**config.mk**
```make
export PLATFORM = sky130hd
export DESIGN_NAME = uart_alu_seq_flat
export DESIGN_NICKNAME = d
export VERILOG_FILES = /design/src/rtl/uart_alu_seq_pkg.sv /design/src/rtl/uart_alu_seq_if.sv /design/src/rtl/uart_alu_seq_bytecnt.sv /design/src/rtl/uart_alu_seq.sv /design/src/flat_wrapper.sv
export SDC_FILE = /design/constraint.sdc
export NUM_CORES = 1
export LEC_CHECK = 0
export BUFFER_PORTS_ARGS = -buffer_cell sky130_fd_sc_hd__buf_2
export CELL_PAD_IN_SITES_DETAIL_PLACEMENT = 1
export CELL_PAD_IN_SITES_GLOBAL_PLACEMENT = 1
export CORE_ASPECT_RATIO = 1.75
export CORE_MARGIN = 10
export CORE_UTILIZATION = 44
export CTS_BUF_LIST = sky130_fd_sc_hd__clkbuf_8
export DETAILED_ROUTE_END_ITERATION = 7
export GPL_TIMING_DRIVEN = 1
export MAX_ROUTING_LAYER = met4
export PLACE_DENSITY_LB_ADDON = 0.08
export SYNTH_ARGS = -nofsm -noshare
export SYNTH_HDL_FRONTEND = slang
export SYNTH_SLANG_ARGS = --single-unit
```
**constraint.sdc**
```tcl
create_clock -name clk -period 2.3 [get_ports clk]
set_input_delay 0.23 -clock clk [delete_from_list [all_inputs] [get_ports clk]]
set_output_delay 0.23 -clock clk [all_outputs]
set_load 0.1 [all_outputs]
```
**src/rtl/uart_alu_seq_pkg.sv**
```systemverilog
// Shared types for the UART/ALU command sequencer: FSM states, ALU opcodes, width helper.
// Latency: n/a (types and constants only).
// Backpressure: n/a.
package uart_alu_pkg;

  typedef enum logic [2:0] {
    S_RXA,
    S_RXB,
    S_RXOP,
    S_EXEC,
    S_TX
  } state_t;

  localparam logic [5:0] OP_ADD = 6'b100000;
  localparam logic [5:0] OP_SUB = 6'b100010;
  localparam logic [5:0] OP_AND = 6'b100100;
  localparam logic [5:0] OP_OR  = 6'b100101;
  localparam logic [5:0] OP_XOR = 6'b100110;
  localparam logic [5:0] OP_SRA = 6'b000011;
  localparam logic [5:0] OP_SRL = 6'b000010;
  localparam logic [5:0] OP_NOR = 6'b100111;

  // Bits needed to index n items, never less than one so counters stay legal.
  function automatic int clog2_min1(input int n);
    int r;
    r = 0;
    while ((1 << r) < n) r++;
    return (r < 1) ? 1 : r;
  endfunction

endpackage

```
**src/rtl/uart_alu_seq_if.sv**
```systemverilog
// UART FIFO side of the sequencer: rx pop port and tx push port.
// Latency: n/a (wiring only).
// Backpressure: rx_empty gates rd_uart, tx_full gates wr_uart.
interface uart_alu_seq_if #(
  parameter int DBIT = 8
) ();
  logic            rx_empty;
  logic [DBIT-1:0] r_data;
  logic            rd_uart;
  logic            tx_full;
  logic [DBIT-1:0] w_data;
  logic            wr_uart;

  modport master (
    input  rx_empty, r_data, tx_full,
    output rd_uart, w_data, wr_uart
  );

  modport slave (
    output rx_empty, r_data, tx_full,
    input  rd_uart, w_data, wr_uart
  );
endinterface

```
**src/rtl/uart_alu_seq_bytecnt.sv**
```systemverilog
// Byte index counter shared by the RX and TX phases, with terminal-count flag.
// Latency: count updates on the edge after inc; last is combinational.
// Backpressure: holds its value while inc is low.
module uart_alu_seq_bytecnt
  import uart_alu_pkg::*;
#(
  parameter int NBYTES = 2,
  localparam int CW = clog2_min1(NBYTES)
) (
  input  logic          clk,
  input  logic          reset,
  input  logic          clr,
  input  logic          inc,
  output logic [CW-1:0] cnt,
  output logic          last
);

  assign last = (cnt == CW'(NBYTES - 1));

  always_ff @(posedge clk) begin
    if (reset || clr) begin
      cnt <= '0;
    end else if (inc) begin
      cnt <= last ? '0 : cnt + 1'b1;
    end
  end

endmodule

```
**src/rtl/uart_alu_seq.sv**
```systemverilog
// Pops A, B (LSB first) and opcode from the rx FIFO, runs the ALU, pushes result bytes; optional UART_ALU_SEQ_TIMEOUT_EN.
// Latency: 2*NBYTES+1 rx cycles, 1 exec cycle, NBYTES tx cycles; back-to-back frames without idle.
// Backpressure: waits on rx_empty while receiving and on tx_full while transmitting, never drops a byte.
module uart_alu_seq
  import uart_alu_pkg::*;
#(
  parameter int DBIT        = 8,
  parameter int NBYTES      = 2,
  parameter int OPW         = 6,
  parameter int TIMEOUT_CYC = 50000000,
  localparam int W  = DBIT * NBYTES,
  localparam int CW = clog2_min1(NBYTES)
) (
  input  logic                  clk,
  input  logic                  reset,
  uart_alu_seq_if.master        uart,
  output logic [W-1:0]          dato_A,
  output logic [W-1:0]          dato_B,
  output logic [OPW-1:0]        dato_Op,
  input  logic [W-1:0]          alu_in,
  output logic                  busy,
  output logic                  done,
  output logic                  timeout_err
);

  state_t          state, state_n;
  logic [CW-1:0]   cnt;
  logic            last, cnt_inc, cnt_clr, expire, in_rx;
  logic [W-1:0]    sh_a, sh_b, result_q;
  logic [DBIT-1:0] w_byte;

  uart_alu_seq_bytecnt #(.NBYTES(NBYTES)) u_bytecnt (
    .clk   (clk),
    .reset (reset),
    .clr   (cnt_clr),
    .inc   (cnt_inc),
    .cnt   (cnt),
    .last  (last)
  );

  assign in_rx        = state inside {S_RXA, S_RXB, S_RXOP};
  assign uart.rd_uart = ~reset & in_rx & ~uart.rx_empty;
  assign uart.wr_uart = ~reset & (state == S_TX) & ~uart.tx_full;
  assign busy         = ~((state == S_RXA) && (cnt == '0));

  always_ff @(posedge clk) begin
    if (reset) state <= S_RXA;
    else       state <= state_n;
  end

  always_comb begin
    state_n = state;
    cnt_inc = 1'b0;
    cnt_clr = 1'b0;
    case (state)
      S_RXA:  if (uart.rd_uart) begin cnt_inc = 1'b1; if (last) state_n = S_RXB; end
      S_RXB:  if (uart.rd_uart) begin cnt_inc = 1'b1; if (last) state_n = S_RXOP; end
      S_RXOP: if (uart.rd_uart) state_n = S_EXEC;
      S_EXEC: begin state_n = S_TX; cnt_clr = 1'b1; end
      S_TX:   if (uart.wr_uart) begin cnt_inc = 1'b1; if (last) state_n = S_RXA; end
      default: state_n = S_RXA;
    endcase
    if (expire) begin
      state_n = S_RXA;
      cnt_clr = 1'b1;
    end
  end

  // Operands assemble in shadows so the ALU only ever sees complete frames.
  always_ff @(posedge clk) begin
    if (reset) begin
      sh_a     <= '0;
      sh_b     <= '0;
      dato_A   <= '0;
      dato_B   <= '0;
      dato_Op  <= '0;
      result_q <= '0;
      done     <= 1'b0;
    end else begin
      done <= (state == S_TX) && uart.wr_uart && last;
      if (expire) begin
        sh_a <= '0;
        sh_b <= '0;
      end else if (uart.rd_uart) begin
        case (state)
          S_RXA: for (int i = 0; i < NBYTES; i++)
                   if (cnt == CW'(i)) sh_a[i*DBIT +: DBIT] <= uart.r_data;
          S_RXB: for (int i = 0; i < NBYTES; i++)
                   if (cnt == CW'(i)) sh_b[i*DBIT +: DBIT] <= uart.r_data;
          S_RXOP: begin
            dato_A  <= sh_a;
            dato_B  <= sh_b;
            dato_Op <= uart.r_data[OPW-1:0];
          end
          default: ;
        endcase
      end
      if (state == S_EXEC) result_q <= alu_in;
    end
  end

  always_comb begin
    w_byte = result_q[DBIT-1:0];
    if (state == S_TX)
      for (int i = 1; i < NBYTES; i++)
        if (cnt == CW'(i)) w_byte = result_q[i*DBIT +: DBIT];
  end
  assign uart.w_data = w_byte;

`ifdef UART_ALU_SEQ_TIMEOUT_EN
  localparam int TW = clog2_min1(TIMEOUT_CYC);
  logic [TW-1:0] idle_cnt;
  logic          idle;

  // A byte accepted on the expiry cycle makes idle low, so the byte wins.
  assign idle        = ~reset & busy & in_rx & uart.rx_empty;
  assign expire      = idle && (idle_cnt == TW'(TIMEOUT_CYC - 1));
  assign timeout_err = expire;

  always_ff @(posedge clk) begin
    if (reset || !idle || expire) idle_cnt <= '0;
    else                          idle_cnt <= idle_cnt + 1'b1;
  end
`else
  assign expire      = 1'b0;
  assign timeout_err = 1'b0;
`endif

endmodule

```
**src/flat_wrapper.sv**
```systemverilog
// flat-port wrapper written by rule: the top's interface ports become plain ports
module uart_alu_seq_flat import uart_alu_pkg::*;
#(
  parameter int DBIT        = 8,
  parameter int NBYTES      = 2,
  parameter int OPW         = 6,
  parameter int TIMEOUT_CYC = 50000000,
  localparam int W  = DBIT * NBYTES,
  localparam int CW = clog2_min1(NBYTES)
)
  (clk, reset, dato_A, dato_B, dato_Op, alu_in, busy, done, timeout_err, uart_rx_empty, uart_r_data, uart_tx_full, uart_rd_uart, uart_w_data, uart_wr_uart);
  uart_alu_seq_if #(.DBIT(DBIT)) uart_i ();
  input  logic clk;
  input  logic reset;
  output logic [W-1:0] dato_A;
  output logic [W-1:0] dato_B;
  output logic [OPW-1:0] dato_Op;
  input  logic [W-1:0] alu_in;
  output logic busy;
  output logic done;
  output logic timeout_err;
  input wire logic [$bits(uart_i.rx_empty)-1:0] uart_rx_empty;
  input wire logic [$bits(uart_i.r_data)-1:0] uart_r_data;
  input wire logic [$bits(uart_i.tx_full)-1:0] uart_tx_full;
  output wire logic [$bits(uart_i.rd_uart)-1:0] uart_rd_uart;
  output wire logic [$bits(uart_i.w_data)-1:0] uart_w_data;
  output wire logic [$bits(uart_i.wr_uart)-1:0] uart_wr_uart;
  assign uart_i.rx_empty = uart_rx_empty;
  assign uart_i.r_data = uart_r_data;
  assign uart_i.tx_full = uart_tx_full;
  assign uart_rd_uart = uart_i.rd_uart;
  assign uart_w_data = uart_i.w_data;
  assign uart_wr_uart = uart_i.wr_uart;
  uart_alu_seq #(.DBIT(DBIT), .NBYTES(NBYTES), .OPW(OPW), .TIMEOUT_CYC(TIMEOUT_CYC)) u_core (.clk(clk), .reset(reset), .uart(uart_i), .dato_A(dato_A), .dato_B(dato_B), .dato_Op(dato_Op), .alu_in(alu_in), .busy(busy), .done(done), .timeout_err(timeout_err));
endmodule
```
# [Word-level counts from Yosys, hierarchy flattened]
# Index checks and enable logic that the tools add are counted.
[totals] inputBits=28 output_inout_bits=51 regBits=91
[op_classes] bitwise_logic=9 eq_ne=11 reduce_logical=13 n_addsub=1 n_mux=15
[op_table] operator="$mux W3" count=7
[op_table] operator="$mux W8" count=2
[op_table] operator="$pmux W3 S5" count=1
[op_table] operator="$ne A2 B2 Y1 const B" count=6
[op_table] operator="$reduce_and A3 Y1" count=4
[op_table] operator="$reduce_and A7 Y1" count=1
[op_table] operator="$eq A3 B2 Y1 const B" count=2
[op_table] operator="$not A1 Y1" count=5
[op_table] operator="$and A1 B1 Y1" count=4
[op_table] operator="$mux W1" count=4
[op_table] operator="$eq A3 B1 Y1 const B" count=1
[op_table] operator="$eq A3 B3 Y1 const B" count=1
[op_table] operator="$logic_and A1 B1 Y1" count=3
[op_table] operator="$logic_not A3 Y1" count=1
[op_table] operator="$reduce_bool A3 Y1" count=1
[op_table] operator="$ne A2 B1 Y1 const B" count=1
[op_table] operator="$pmux W1 S2" count=1
[op_table] operator="$reduce_and A2 Y1" count=1
[op_table] operator="$reduce_or A2 Y1" count=1
[op_table] operator="$add A1 B1 Y1 const B" count=1
[op_table] operator="$logic_or A1 B1 Y1" count=1

# [Depth between registers and ports, before layout]
[depth] depth_word=6 mapped_depth=7

# [Modules after synthesis]
# A second synthesis with hierarchy kept.
[unflattened] hier_cells=404 hier_area_um2=3688.5
[modules_own_cells] module="uart_alu_seq" instances=1 area_per_inst_um2=3642.2 cells_per_inst=400 seq_area_each_um2=1801.7
[modules_own_cells] module="uart_alu_seq_bytecnt" instances=1 area_per_inst_um2=46.3 cells_per_inst=4 seq_area_each_um2=20.0

# [Least setup slack after synthesis]
# Ideal clock, no wire load.
[synth_path] kind="input port to output port" from="input reset" to="output uart_rd_uart" stages=3 path_slack_ps=-3189 path_buffers=2 required_ps=2070 t_arrival_ps=5259 cell_sequence="buf_6 clkbuf_1 a2111oi_0"
[synth_between] elab_chain_len=3
[synth_rtl] element="start, declared" line_no="flat_wrapper.sv:14" source="input logic reset;"
[synth_rtl] element="$not A1 Y1" line_no="uart_alu_seq.sv:42" source="assign uart.rd_uart = ~reset & in_rx & ~uart.rx_empty;"
[synth_rtl] element="$and A1 B1 Y1 (2 in a row)" line_no="uart_alu_seq.sv:42"
[synth_rtl] element="end, declared" line_no="flat_wrapper.sv:25" source="output wire logic [$bits(uart_i.rd_uart)-1:0] uart_rd_uart;"
# Every way passes these cells.

# [Worst setup path in the final report]
[layout_path] from="register u_core.state[0]" to="output uart_w_data[7]"
[layout_between] elab_chain_len=2
[layout_rtl] element="start, declared" line_no="uart_alu_seq.sv:26" source="state_t state, state_n;"
[layout_rtl] element="start signal, assigned" line_no="uart_alu_seq.sv:48" source="else state <= state_n;"
[layout_rtl] element="$eq A3 B3 Y1" line_no="uart_alu_seq.sv:104" source="if (state == S_TX)"
[layout_rtl] element="$mux W8" line_no="uart_alu_seq.sv:104"
[layout_rtl] element="end, declared" line_no="flat_wrapper.sv:26" source="output wire logic [$bits(uart_i.w_data)-1:0] uart_w_data;"
# Every way passes these cells.

==> impl_metrics.sql <==
INSERT INTO impl_metrics (metric_group, metric, value, unit) VALUES
('yosys', 'synth_cells', '408', ''),
('layout', 'multi_input_logic_area', '0.00149', 'mm²'),
('critical_path', 'rrSetupSlack', '0.50', 'ns'),
('cts', 'cts_hold_buf', '0', ''),
('critical_path', 'crit_path_start_kind', 'flop', ''),
('global_routing', 'grt_first_pass_wirelength', '14500', 'µm'),
('die', 'boundaryPins', '79', ''),
('sta', 'final_period_minus_worst_setup_slack', '2.20', 'ns'),
('critical_path', 'path_class', 'reg -> out', ''),
('run', 'max-cap-violations', '0', ''),
('cts', 'cts.sink_count', '91', ''),
('yosys', 'yosysSeqAreaShare', '53.0', '%'),
('placed_design', 'post-place-cells', '553', ''),
('global_routing', 'pin_count_of_the_biggest_net_entering_global_routing', '76', ''),
('yosys', 'synthesis.yosys.warnings', '0', ''),
('sta', 'worst_clock_skew', '0.00609', 'ns'),
('yosys', 'mappedNetlistNets', '436', ''),
('routing', 'dr_total_vias', '2932', ''),
('sta', 'timing.final.max_slew_violations', '0', ''),
('layout', 'layout.cells.non_filler', '569', ''),
('sta', 'final-setup-viol-count', '0', ''),
('yosys', 'mappedNetlistArea', '0.00344', 'mm²'),
('yosys', 'top_ff_cell_synth', 'sky130_fd_sc_hd__dfxtp_1', ''),
('layout', 'layout_commonest_cell', 'sky130_fd_sc_hd__nand2_1', ''),
('yosys', 'synthDistinctLibCells', '33', ''),
('global_routing', 'gr-usage-all-layers', '15.8', '%'),
('global_routing', 'number_of_global_route_vias_before_repair', '2881', ''),
('sta', 'grt_setup_unrepaired', 'false', ''),
('global_routing', 'antenna_found_initial', '0', ''),
('cts', 'clock_tree.buffer_depth', '2', ''),
('yosys', 'synth-edff-count', '0', ''),
('critical_path', 'worst-path-max-fanout', '9', ''),
('die', 'die_width', '86.8', 'µm'),
('layout', 'final-seq-area', '0.00182', 'mm²'),
('pwr', 'power.ir.vdd_worst', '0.000337', 'V'),
('yosys', 'synth-seq-cells', '91', ''),
('routing', 'post-route-drc-count', '0', ''),
('routing', 'final_antenna_net_count', '0', ''),
('cts', 'post_cts_buffers', '0', ''),
('layout', 'layout_cell_share_with_drive_strength_beyond_1', '24.1', '%'),
('sta', 'timing_hold_violations_final', '0', ''),
('layout', 'nNetsFinal', '504', ''),
('critical_path', 'worst_setup_path_end_kind', 'output port', ''),
('routing', 'drt_iter0_drc', '174', ''),
('sta', 'holdWs', '0.102', 'ns'),
('cts', 'worst_skew_pair.late_latency', '0.36', 'ns'),
('routing', 'route.detailed.vias_per_inst', '5.15', ''),
('layout', 'syn2layout_area_growth', '18.5', '%'),
('layout', 'final.fill_count', '966', ''),
('sta', 'setup_total_negative_slack', '0', 'ns'),
('routing', 'detail_route.first_pass.iterations', '4', ''),
('die', 'design.core.area', '0.00762', 'mm²'),
('layout', 'final_util', '53.5', '%'),
('placed_design', 'port_buffers', '77', ''),
('die', 'floorplan.initialDensity', '45.1', '%'),
('sta', 'layout_worst_path_cycle_share', '95.5', '%'),
('critical_path', 'timing.critical_path.arrival', '1.97', 'ns'),
('cts', 'numCtsBuffers', '9', ''),
('die', 'fp.dieArea', '0.0119', 'mm²'),
('layout', 'final_cell_mix', '129 x sky130_fd_sc_hd__nand2_1, 89 x sky130_fd_sc_hd__dfxtp_1, 73 x sky130_fd_sc_hd__a21oi_1', ''),
('hold_path', 'class_of_the_tightest_hold_or_removal_check', 'in -> reg', ''),
('yosys', 'synth_async_sr_flop_share', '0', '%'),
('run_status', 'outcome', 'complete, no violations', ''),
('die', 'core.rowCount', '42', ''),
('layout', 'diode_count', '0', ''),
('critical_path', 'crit_required', '2.07', 'ns'),
('routing', 'routed_wirelength', '9080', 'µm'),
('global_routing', 'globalRouteOverflowTotal', '0', ''),
('pwr', 'power_per_cell_area', '668', 'mW/mm²'),
('cts', 'postCtsResizedCells', '10', ''),
('yosys', 'post_synth.cell_area_avg', '8.43', 'µm²'),
('pwr', 'total_leakage_power', '0.00172', 'µW'),
('cts', 'cts.reportedPaths.clkPinSlew', '0.08', 'ns'),
('hold_path', 'whs_path_depth', '3', ''),
('cts', 'cts_htree_levels', '3', ''),
('cts', 'cts_tree', 'built', ''),
('die', 'floorplan_die_height', '137', 'µm'),
('sta', 'tightestPinTransition', '0.773', 'ns'),
('sta', 'slew_headroom', '48.5', '%'),
('routing', 'routed_wire_length_per_instance', '16.0', 'µm'),
('placed_design', 'place_hpwl', '6470', 'µm'),
('cts', 'cts.root.buffer_cell', 'sky130_fd_sc_hd__clkbuf_8', ''),
('placed_design', 'gpl.final_weighted_congestion', '0.749', ''),
('sta', 'highest_clock_rate', '455', 'MHz'),
('critical_path', 'number_of_cell_instances_on_the_worst_register_to_register_path', '5', '');
stage by stage:
step           total power (µW)  cell area (µm²)  setup slack (ns)
4_1_cts                    2750             4070            0.0114
3_3_place_gp               1800             3880             0.370
6_report                   2720             4080             0.104
3_5_place_dp               1800             3880             0.282
2_1_floorplan              1740             3470             0.314
5_1_grt                    2840             4080            0.0162
final timing paths:
path / from / to
worst min register to register: u_core.dato_B[8] / u_core.dato_B[8]
worst max-delay path: u_core.state[0] / uart_w_data[7]
worst min-delay path: alu_in[14] / u_core.result_q[14]
worst max register to register: u_core.state[1] / u_core.sh_a[12]
cell families after synthesis:
kind of cell	share of synthesized area, %
flip-flops	53.0
AND/OR/NAND/NOR	22.8
other	0.109
multiplexers	7.28
buffers and inverters	4.69
XOR/XNOR	0.255
AO/OA/AOI/OAI	11.9
critical path, stage by stage, from the launching register on:
cell and delay, ns:
sky130_fd_sc_hd__dfxtp_2 0.38, sky130_fd_sc_hd__nand2b_2 0.25, sky130_fd_sc_hd__nor3b_4 0.20, sky130_fd_sc_hd__buf_4 0.20, sky130_fd_sc_hd__mux2_2 0.35, sky130_fd_sc_hd__buf_4 0.23
state kept, by name, summed over array words and instances, names as in the netlist:
register / count
u_core.dato_A: 16
u_core.dato_B: 16
u_core.result_q: 16
u_core.sh_a: 16
u_core.sh_b: 16
u_core.dato_Op: 6
u_core.state: 3
u_core.done: 1
u_core.u_bytecnt.cnt: 1
synth_stat cells, types with 2 or more instances:
library cell	n	area share [%]
sky130_fd_sc_hd__a21oi_1	73	11
sky130_fd_sc_hd__buf_6	4	1.3
sky130_fd_sc_hd__clkbuf_1	14	1.5
sky130_fd_sc_hd__nand3_1	17	2.5
sky130_fd_sc_hd__nor2b_1	2	0.36
sky130_fd_sc_hd__nand3_2	2	0.58
sky130_fd_sc_hd__mux2i_1	16	4.7
sky130_fd_sc_hd__nand2_1	129	14
sky130_fd_sc_hd__mux2_2	8	2.6
sky130_fd_sc_hd__and2_1	2	0.36
sky130_fd_sc_hd__nor2_1	19	2.1
sky130_fd_sc_hd__buf_4	2	0.44
sky130_fd_sc_hd__nor3_1	2	0.29
sky130_fd_sc_hd__buf_2	9	1.3
sky130_fd_sc_hd__dfxtp_1	91	53
per-layer routing:
layer	routed length (µm)	track usage [%]	up-vias
met5	0	-	-
met4	125	5.15	0
met3	502	5.42	11
met2	4640	26.3	63
met1	3810	17.1	1378
li1	-	-	1480
cell type report:
type / instances / area share (%)
flip-flops and latches: 91 / 44.8
multi-input cells: 287 / 36.6
repair buffers: 86 / 11.6
clock buffers: 11 / 3.72
well taps: 88 / 2.70
clock inverters: 5 / 0.522
inverters: 1 / 0.0921
power by group:
part	total, µW	switching, µW	internal (µW)
Combinational	163	115	48.1
Sequential	1600	12.3	1590
Clock	958	521	437
Total	2720	648	2070
Power figures use the tool's default switching activity.
